===== config.mk =====
export PLATFORM = sky130hd
export DESIGN_NAME = seg_display_scan
export DESIGN_NICKNAME = d
export VERILOG_FILES = /design/src/rtl/seg_pkg.sv /design/src/rtl/seg_decode.sv /design/src/rtl/seg_display_scan.sv
export SDC_FILE = /design/constraint.sdc
export NUM_CORES = 1
export LEC_CHECK = 0
export CAP_MARGIN = 20
export CORE_MARGIN = 8
export CORE_UTILIZATION = 35
export DETAILED_ROUTE_END_ITERATION = 7
export GPL_TIMING_DRIVEN = 0
export SYNTH_ARGS = -nofsm -noshare
export SYNTH_HDL_FRONTEND = slang
export SYNTH_SLANG_ARGS = --single-unit
export TNS_END_PERCENT = 1

===== constraint.sdc =====
create_clock -name clk -period 3.87 [get_ports clk]
set_input_delay 0.774 -clock clk [delete_from_list [all_inputs] [get_ports clk]]
set_output_delay 0.774 -clock clk [all_outputs]
set_load 0.01 [all_outputs]

===== src/rtl/seg_pkg.sv =====
// Shared types and the active-low 7-segment lookup table for the display scanner.
package seg_pkg;

  // Segment pattern {a,b,c,d,e,f,g}, bit 6 = a.
  typedef logic [6:0] seg_t;

  localparam seg_t SEG_OFF = 7'b1111111;

  // Active-low decode for BCD 0..9; codes 10..15 leave every segment dark.
  localparam seg_t SEG_TABLE [16] = '{
    7'b0000001,  // 0
    7'b1001111,  // 1
    7'b0010010,  // 2
    7'b0000110,  // 3
    7'b1001100,  // 4
    7'b0100100,  // 5
    7'b0100000,  // 6
    7'b0001111,  // 7
    7'b0000000,  // 8
    7'b0000100,  // 9
    SEG_OFF, SEG_OFF, SEG_OFF, SEG_OFF, SEG_OFF, SEG_OFF
  };

endpackage


===== src/rtl/seg_decode.sv =====
// Combinational BCD to active-low segment pattern decoder.
module seg_decode
  import seg_pkg::*;
(
  input  logic [3:0] bcd,
  output seg_t       seg
);

  assign seg = SEG_TABLE[bcd];

endmodule


===== src/rtl/seg_display_scan.sv =====
// Time-multiplexed multi-digit 7-segment driver: prescaled digit scan, tear-free
// frame capture, leading-zero blanking, per-digit blink and registered pin outputs.
module seg_display_scan
  import seg_pkg::*;
#(
  parameter int DIGITS         = 4,
  parameter int SCAN_DIV       = 50000,
  parameter int BLINK_FRAMES   = 64,
  parameter int SEG_ACTIVE_LOW = 1,
  parameter int AN_ACTIVE_LOW  = 1
) (
  input  logic                  clk,
  input  logic                  rst,
  input  logic [4*DIGITS-1:0]   bcd,
  input  logic [DIGITS-1:0]     dp_in,
  input  logic [DIGITS-1:0]     blink_mask,
  input  logic                  blank_lz,
  output logic [6:0]            display,
  output logic                  dp,
  output logic [DIGITS-1:0]     anode
);

  localparam int CNT_W = (SCAN_DIV > 1) ? $clog2(SCAN_DIV) : 1;
  localparam int IDX_W = (DIGITS > 1) ? $clog2(DIGITS) : 1;
  localparam int FC_W  = (BLINK_FRAMES > 1) ? $clog2(BLINK_FRAMES) : 1;

  localparam logic [CNT_W-1:0] CNT_LAST = CNT_W'(SCAN_DIV - 1);
  localparam logic [IDX_W-1:0] IDX_LAST = IDX_W'(DIGITS - 1);
  localparam logic [FC_W-1:0]  FC_LAST  = FC_W'(BLINK_FRAMES - 1);

  localparam seg_t              DISP_OFF = (SEG_ACTIVE_LOW != 0) ? SEG_OFF : ~SEG_OFF;
  localparam logic              DP_OFF   = (SEG_ACTIVE_LOW != 0);
  localparam logic [DIGITS-1:0] AN_OFF   = (AN_ACTIVE_LOW != 0) ? '1 : '0;

  logic [CNT_W-1:0]    cnt;
  logic [IDX_W-1:0]    idx;
  logic [FC_W-1:0]     fc;
  logic                phase;
  logic [4*DIGITS-1:0] frame_bcd;
  logic [DIGITS-1:0]   frame_dp;

  logic                tick;
  logic [4*DIGITS-1:0] eff_bcd;
  logic [DIGITS-1:0]   eff_dp;
  logic [3:0]          digit;
  logic                digit_dp;
  logic                digit_blink;
  logic                lz_blank;
  logic                blank;
  logic [DIGITS-1:0]   sel;
  seg_t                dec_seg;
  seg_t                seg_lo;
  logic [DIGITS-1:0]   an_on;

  assign tick = (cnt == CNT_LAST);

  // Slot 0 decodes the live inputs so the captured frame and its first digit agree.
  assign eff_bcd = (idx == '0) ? bcd   : frame_bcd;
  assign eff_dp  = (idx == '0) ? dp_in : frame_dp;

  // Select the current digit and decide leading-zero blanking from the frame contents.
  always_comb begin
    logic all_zero;
    digit       = eff_bcd[3:0];
    digit_dp    = eff_dp[0];
    digit_blink = blink_mask[0];
    sel         = '0;
    lz_blank    = 1'b0;
    all_zero    = 1'b1;
    sel[0]      = (idx == '0);
    for (int i = DIGITS - 1; i > 0; i--) begin
      if (eff_bcd[4*i +: 4] != 4'd0) all_zero = 1'b0;
      sel[i] = (idx == IDX_W'(i));
      if (sel[i]) begin
        digit       = eff_bcd[4*i +: 4];
        digit_dp    = eff_dp[i];
        digit_blink = blink_mask[i];
        lz_blank    = blank_lz & all_zero;
      end
    end
  end

  seg_decode u_decode (
    .bcd (digit),
    .seg (dec_seg)
  );

  assign blank  = lz_blank | (phase & digit_blink);
  assign seg_lo = blank ? SEG_OFF : dec_seg;
  assign an_on  = blank ? '0 : sel;

  // Prescaler, digit index, frame capture and blink phase.
  always_ff @(posedge clk) begin
    if (rst) begin
      cnt       <= '0;
      idx       <= '0;
      fc        <= '0;
      phase     <= 1'b0;
      frame_bcd <= '0;
      frame_dp  <= '0;
    end else if (tick) begin
      cnt <= '0;
      idx <= (idx == IDX_LAST) ? '0 : idx + IDX_W'(1);
      if (idx == '0) begin
        frame_bcd <= bcd;
        frame_dp  <= dp_in;
      end
      if (idx == IDX_LAST) begin
        if (fc == FC_LAST) begin
          fc    <= '0;
          phase <= ~phase;
        end else begin
          fc <= fc + FC_W'(1);
        end
      end
    end else begin
      cnt <= cnt + CNT_W'(1);
    end
  end

  // Pin registers: load the current slot's pattern on each tick, in pin polarity.
  always_ff @(posedge clk) begin
    if (rst) begin
      display <= DISP_OFF;
      dp      <= DP_OFF;
      anode   <= AN_OFF;
    end else if (tick) begin
      display <= (SEG_ACTIVE_LOW != 0) ? seg_lo : ~seg_lo;
      dp      <= (SEG_ACTIVE_LOW != 0) ? ~(digit_dp & ~blank) : (digit_dp & ~blank);
      anode   <= (AN_ACTIVE_LOW != 0) ? ~an_on : an_on;
    end
  end

endmodule

# Word level (Yosys, flattened, before mapping)
# Memory sizes are Yosys's and may differ from the RTL's.
# Cells that the tools add are included.
dict set report totals {
  elab_cells 60
  latch_bits 0
  mem_bits_ro 112
  in_bits 27
  out_inout_bits 12
  memories 1
  mem_bits_rw 0
  ff_bits 57
}
# memory words word_bits read_ports rd_clocked_by_memory_dff write_ports line
set memory_table {}
lappend memory_table {{(no name shown)} 16 7 1 0 0 seg_decode.sv:9} ;# assign seg = SEG_TABLE[bcd];
dict set report classes {
  n_addsub 3
  eq_ne 5
  muxes 23
  n_lt_le_gt_ge 1
  shifts 0
  n_mul 0
  bitwise_logic 11
  n_div 0
  reduce_logical 7
}
# operator n
set ops {}
lappend ops {{7-bit two-way mux} 3}
lappend ops {{4-bit two-way mux} 5}
lappend ops {{16-bit by 1-bit adder with 16-bit output (second input constant)} 1}
lappend ops {{16-bit equality test (second input constant)} 1}
lappend ops {{16-bit two-way mux} 1}
lappend ops {{1-bit two-way mux} 12}
lappend ops {{4-bit nonzero test} 3}
lappend ops {{6-bit by 1-bit adder with 6-bit output (second input constant)} 1}
lappend ops {{6-bit equality test (second input constant)} 1}
lappend ops {{6-bit two-way mux} 1}
lappend ops {{1-bit AND} 5}
lappend ops {{5-bit greater-or-equal comparator (second input constant)} 1}
lappend ops {{4-bit inverter with 5-bit output} 1}
lappend ops {{2-bit equality test (second input constant)} 2}
lappend ops {{4-bit inverter} 1}
lappend ops {{1-bit inverter} 3}
lappend ops {{3-bit AND reduction} 1}
lappend ops {{2-bit by 1-bit adder with 2-bit output (second input constant)} 1}
lappend ops {{2-bit by 1-bit equality test with 1-bit output (second input constant)} 1}
lappend ops {{2-bit zero test} 1}
lappend ops {{2-bit two-way mux} 1}
lappend ops {{2-bit AND reduction} 1}
lappend ops {{2-bit OR reduction} 1}
lappend ops {{1-bit bitwise OR} 1}

# Depth between registers and ports, before layout
dict set report depth {
  word_depth 12
  mapped_depth 13
}

# Hierarchy
# A second synthesis with hierarchy kept.
dict set report hier_totals {
  cells_unflattened 305
  area_unflattened_um2 2862.7
}
# mod cells_per_inst instances seq_area_each_um2 area_per_inst_um2
set modules_own_cells {}
lappend modules_own_cells {seg_display_scan 272 1 1141.1 2652.5}
lappend modules_own_cells {seg_decode 33 1 0.0 210.2}

# Worst setup path before layout
# OpenSTA, ideal clock, no wires.
dict set report synth_path {
  path_kind {register to register}
  startpoint {reg idx[0]}
  endpoint {reg display[0]}
  stages_incl_launch_ff 12
  path_buffers 2
  synth_period_minus_slack_ps 2715
  arrival_time_ps 2575
  path_slack_ps 1155
  path_cell_list {dfxtp_1 inv_1 ha_1 buf_2 buf_2 mux2_2 a22oi_1 inv_1 ha_1 mux2_2 mux2i_1 a21oi_1}
}
dict set report synth_between {
  elab_chain_cells 10
  word_cells_on_any_way 30
  cone_classes {eq/ne: 3; mux: 16; bitwise: 6; reduce/logical: 4; memory: 1}
}
# element line
set synth_rtl {}
lappend synth_rtl {{start, declared} seg_display_scan.sv:36} ;# logic [IDX_W-1:0] idx;
lappend synth_rtl {{start signal, assigned} seg_display_scan.sv:103} ;# idx <= (idx == IDX_LAST) ? '0 : idx + IDX_W'(1);
lappend synth_rtl {{2-bit zero test} seg_display_scan.sv:58} ;# assign eff_bcd = (idx == '0) ? bcd : frame_bcd;
lappend synth_rtl {{16-bit two-way mux} n/a}
lappend synth_rtl {{4-bit two-way mux / 4-bit nonzero test (equally long branches)} {seg_display_scan.sv:74, seg_display_scan.sv:72}}
lappend synth_rtl {{4-bit two-way mux / 1-bit two-way mux (equally long branches)} {seg_display_scan.sv:74, seg_display_scan.sv:72}}
lappend synth_rtl {{4-bit two-way mux (tied with other cells)} seg_display_scan.sv:74} ;# if (sel[i]) begin
lappend synth_rtl {{4-bit inverter with 5-bit output (implied by the code) (tied with other cells)} seg_decode.sv:9}
lappend synth_rtl {{memory read 16 x 7 bit (tied with other cells)} n/a}
lappend synth_rtl {{7-bit two-way mux (implied by the code) / 1-bit two-way mux (equally long branches)} {seg_decode.sv:9, seg_display_scan.sv:74}}
lappend synth_rtl {{7-bit two-way mux (implied by the code) / 1-bit bitwise OR (equally long branches)} {seg_decode.sv:9, seg_display_scan.sv:88}}
lappend synth_rtl {{7-bit two-way mux *} seg_display_scan.sv:89} ;# assign seg_lo = blank ? SEG_OFF : dec_seg;
lappend synth_rtl {{end signal, assigned} seg_display_scan.sv:128} ;# display <= (SEG_ACTIVE_LOW != 0) ? seg_lo : ~seg_lo;
lappend synth_rtl {{end, declared} seg_display_scan.sv:18} ;# output logic [6:0] display,
# Every way passes the cells marked *; elsewhere a longest branch is shown, timed or not. The select of a mux whose other input is x is not followed.
# A chain may end at the register's enable or synchronous reset.

# Worst setup path after layout
# Same ends and word-level chain as after synthesis.

==> flow_summary.rst <==
.. list-table::
   :header-rows: 1

   * - Metric
     - Value
   * - Die Y
     - 106.9 µm
   * - Synth Area in Simple Gates
     - 24.17%
   * - Net Sw Frac
     - 24.21%
   * - Synth-to-Final Area Change
     - 24.47%
   * - Required time at the endpoint of the critical path
     - 4.06 ns
   * - Number of global-route vias before repair
     - 2563
   * - Setup repair after global routing missed its margin
     - false
   * - Final Routed Wirelength
     - 7348 µm
   * - Ratio of final minimum period to clock period
     - 87.78%
   * - Worst-case headroom to the max-slew limit
     - 49.91%
   * - Final total negative setup slack
     - 0 ns
   * - Transition time of the tightest slew-check pin
     - 0.7514 ns
   * - Cell variety after synth
     - 42
   * - Startpoint Class
     - register
   * - RR Startpoint
     - idx[0]$_SDFFE_PP0N_
   * - Maximum fanout along the worst path
     - 10
   * - Count of endpoints failing hold in the final timing report
     - 0
   * - Dpl cells
     - 484
   * - Number of hold buffers added after cts
     - 0
   * - TritonCTS clock tree
     - done
   * - Clock-pin slew of the registers on the worst-case setup and hold paths
     - 0.07 ns
   * - Critical path type
     - reg2reg
   * - Main combinational cell family by area after synthesis
     - simple AND/OR/NAND/NOR gates
   * - Post-Synthesis Net Count
     - 380
   * - NetSw
     - 287.4 µW
   * - Final core utilization
     - 44.43%
   * - Synthesized-area fraction occupied by xor and xnor cells
     - 5.457%
   * - Standard-cell row count
     - 33
   * - Slowest library cell on the worst path
     - sky130_fd_sc_hd__a22oi_1
   * - Multiplexer fraction of the synthesized cell area
     - 10.87%
   * - Fraction of the mapped netlist area in adder cells
     - 5.197%
   * - Gr usage total
     - 13.45%
   * - Synth Register Bits
     - 57
   * - Sequential power share
     - 49.8%
   * - Drt first-iter violations
     - 52
   * - Sequential area share after synthesis
     - 39.50%
   * - Total setup buffers inserted after CTS
     - 0
   * - Starting density of the core
     - 35.70%
   * - Count of vias placed by the detailed router
     - 2532
   * - Fmax
     - 0.2944 GHz
   * - Average via count per standard cell
     - 5.054
   * - Post-Synthesis Cell Area
     - 2889 µm²
   * - Minimum period implied by the final worst setup slack
     - 3.397 ns
   * - Number of antenna cells inserted
     - 0
   * - Critical Path, Cell by Cell
     - inv_1, ha_1, buf_2, buf_2, mux2i_1, a22oi_1, a22oi_1, inv_1, ha_1, mux2_2, mux2i_1, a21oi_1
   * - Data arrival at the endpoint of the critical path
     - 3.59 ns
   * - Sum of buffers and inverters on the critical path
     - 4
   * - First-pass detailed-route iteration total
     - 4
   * - Static Leak
     - 0.001348 µW
   * - Top-Level Pins
     - 39
   * - Clock Sink Count
     - 57
   * - Pins over their slew limit
     - 0
   * - Final Wtd Congestion
     - 0.8709
   * - Final standard cell count with taps included and fillers excluded
     - 501
   * - Average routed wire per standard cell
     - 14.67 µm
   * - Critical Path Source
     - idx[0]$_SDFFE_PP0N_
   * - Skew final
     - 0.01404 ns
   * - Standard cell area after detailed placement
     - 3401 µm²
   * - Internal Power
     - 899.7 µW
   * - Number of warning messages in the yosys log
     - 0
   * - # fillers
     - 805
   * - Worst Hold Class
     - reg2reg
   * - First-pass GRT wire length
     - 12300 µm
   * - Fraction of layout cells with a size suffix above 1
     - 10.61%
   * - Beginning of the worst hold path
     - frame_dp[3]$_SDFFE_PP0N_
   * - Overall overflow remaining after global route
     - 0
   * - Number of buffers on the longest clock path
     - 2
   * - Final instance area
     - 3596 µm²
   * - Count of buffers from port buffering
     - 38
   * - Full die area
     - 11420 µm²
   * - EDFF count, synth
     - 0
   * - Number of antenna violations at the first check in global routing
     - 0
   * - Max rail drop VDD
     - 0.1601 mV
   * - Sum of net half-perimeters after detailed placement
     - 5396 µm
   * - Fraction of the mapped netlist area in compound gates
     - 11.30%
   * - Clock latency at the later pin of the worst-skew pair
     - 0.34 ns
   * - Part of the power in combinational logic
     - 7.0%
   * - Hold_ws
     - 0.4547 ns
   * - Endpoint class of the critical path
     - register
   * - Drc violations
     - 0
   * - Final layout net count
     - 430
   * - Ys async rst share
     - 0%
   * - Kind of cell with the highest combined delay on the critical path
     - buffers and inverters
   * - Power density of the placed cells
     - 330.1 nW/µm²
   * - Outcome
     - finished, final reports clean
   * - Core box area
     - 8093 µm²
   * - Relative contribution of the clock network to total power
     - 43.1%
   * - Maximum level of the CTS H-tree
     - 3
   * - Overall die width
     - 106.9 µm
   * - Cell count after synthesis
     - 341
   * - Flip-flop cell with the highest count after synthesis
     - sky130_fd_sc_hd__dfxtp_1
   * - Per-instance average area after synthesis
     - 8.472 µm²
   * - Largest stage delay, worst path
     - 0.54 ns
   * - Post-cts gate resize count
     - 0
   * - Clock buffers created by TritonCTS
     - 9
   * - Largest net degree at the start of global routing
     - 11
   * - Finish-stage setup viols
     - 0
   * - Routed Antenna Nets
     - 0
   * - Clock tree root driver cell
     - sky130_fd_sc_hd__clkbuf_8
   * - # Max-Cap Violations
     - 0
-- flip-flops by register name, indices dropped and copies added, names as in the netlist --
name       count
dp             1
frame_dp       4
fc             6
phase          1
anode          4
frame_bcd     16
idx            2
cnt           16
display        7
-- cell usage after synthesis, types with 2 or more instances --
library cell | n | area share (%)
sky130_fd_sc_hd__mux2i_1 | 19 | 6.6
sky130_fd_sc_hd__or2_2 | 2 | 0.43
sky130_fd_sc_hd__clkbuf_1 | 7 | 0.91
sky130_fd_sc_hd__xnor2_1 | 6 | 1.8
sky130_fd_sc_hd__nand3_1 | 10 | 1.7
sky130_fd_sc_hd__nand4_1 | 5 | 1.1
sky130_fd_sc_hd__nor4bb_1 | 2 | 0.69
sky130_fd_sc_hd__dfxtp_1 | 57 | 39
sky130_fd_sc_hd__mux2_2 | 7 | 2.7
sky130_fd_sc_hd__nand2_1 | 51 | 6.6
sky130_fd_sc_hd__inv_1 | 7 | 0.91
sky130_fd_sc_hd__a22oi_1 | 5 | 1.3
sky130_fd_sc_hd__nand2b_1 | 2 | 0.43
sky130_fd_sc_hd__and2_1 | 3 | 0.65
sky130_fd_sc_hd__ha_1 | 12 | 5.2
sky130_fd_sc_hd__xor2_1 | 12 | 3.6
sky130_fd_sc_hd__o21ai_0 | 3 | 0.52
sky130_fd_sc_hd__nor3_1 | 4 | 0.69
sky130_fd_sc_hd__nor3b_1 | 3 | 0.78
sky130_fd_sc_hd__or4_1 | 3 | 0.78
sky130_fd_sc_hd__mux4_2 | 2 | 1.6
sky130_fd_sc_hd__nor2_1 | 44 | 5.7
sky130_fd_sc_hd__a21oi_1 | 43 | 7.4
sky130_fd_sc_hd__nor2b_1 | 2 | 0.43
sky130_fd_sc_hd__or3_1 | 3 | 0.65
sky130_fd_sc_hd__buf_2 | 9 | 1.6
sky130_fd_sc_hd__and3_1 | 3 | 0.65
-- power groups by stage --
stage          registers, µW  clock network [µW]  logic, µW
6_report                 591                 512       83.6
5_1_grt                  592                 551       92.3
4_1_cts                  591                 523       84.1
3_5_place_dp             605                   0       83.4
3_3_place_gp             605                   0       82.9
2_1_floorplan            604                   0       40.5
-- final timing paths --
| path | endpoint | slack (ns) | cells after the start |
|---|---|---|---|
| worst max register to register | display[0]$_SDFFE_PP1N_ | 0.47 | 12 |
| worst min-delay path | frame_dp[3]$_SDFFE_PP0N_ | 0.45 | 2 |
| worst min register to register | frame_dp[3]$_SDFFE_PP0N_ | 0.45 | 2 |
| worst max-delay path | display[0]$_SDFFE_PP1N_ | 0.47 | 12 |
-- layer usage --
metal	routed length, µm	global-route usage [%]	share of wire [%]	vias to the layer above
met5	0	0	0	-
met4	165	7.437	2.2	0
met3	287	3.059	3.9	15
met2	3537	22.38	48	50
met1	3356	15.69	46	1197
li1	-	-	-	1270
-- final cells by class --
class | instances | area (µm²) | share of cell area [%]
Sequential cell | 57 | 1141 | 31.73
Tap cell | 105 | 131.4 | 3.653
Clock inverter | 4 | 27.53 | 0.7655
Buffer | 17 | 75.07 | 2.088
Multi-Input combinational cell | 260 | 1647 | 45.79
Clock buffer | 12 | 155.1 | 4.315
Inverter | 7 | 26.28 | 0.7307
Timing Repair Buffer | 39 | 392.9 | 10.93
-- cell usage in the layout, fill, tap and decap left out, types with 4 or more instances in the layout --
master and count:
sky130_fd_sc_hd__nor3_1 4, sky130_fd_sc_hd__nor2_1 44, sky130_fd_sc_hd__buf_2 9, sky130_fd_sc_hd__clkbuf_1 8, sky130_fd_sc_hd__mux2_2 7, sky130_fd_sc_hd__a22oi_1 5
sky130_fd_sc_hd__nand4_1 5, sky130_fd_sc_hd__ha_1 12, sky130_fd_sc_hd__dfxtp_1 57, sky130_fd_sc_hd__nand2_1 51, sky130_fd_sc_hd__xnor2_1 6, sky130_fd_sc_hd__xor2_1 12
sky130_fd_sc_hd__clkdlybuf4s50_1 38, sky130_fd_sc_hd__inv_1 7, sky130_fd_sc_hd__mux2i_1 19, sky130_fd_sc_hd__nand3_1 10, sky130_fd_sc_hd__a21oi_1 43, sky130_fd_sc_hd__clkbuf_8 11
-- worst register-to-register path, cell delays in order (launching register included) --
cell and delay, ns:
sky130_fd_sc_hd__dfxtp_1 0.35, sky130_fd_sc_hd__inv_1 0.09, sky130_fd_sc_hd__ha_1 0.32, sky130_fd_sc_hd__buf_2 0.33, sky130_fd_sc_hd__buf_2 0.32, sky130_fd_sc_hd__mux2i_1 0.30
sky130_fd_sc_hd__a22oi_1 0.13, sky130_fd_sc_hd__a22oi_1 0.54, sky130_fd_sc_hd__inv_1 0.14, sky130_fd_sc_hd__ha_1 0.25, sky130_fd_sc_hd__mux2_2 0.27, sky130_fd_sc_hd__mux2i_1 0.14
sky130_fd_sc_hd__a21oi_1 0.09
-- logic make-up (layout without fill, tap and decap cells) --
kind of cell,Yosys count,count (layout)
AOI/OAI and AO/OA,57,57
buffers and inverters,24,79
and+or+nand+nor,145,145
xor gates and xnor gates,18,18
muxes,28,28
DFF,57,57
adders and majority gates,12,12
-- metrics by stage --
step | setup WS [ns] | total power, µW
final | 0.4729 | 1187
after global routing | 0.1513 | 1235
after CTS | 0.5005 | 1199
after detailed placement | 0.5148 | 688.1
after global placement | 0.6009 | 687.6
after floorplan | 1.155 | 644.8
Power figures use the tool's default switching activity.
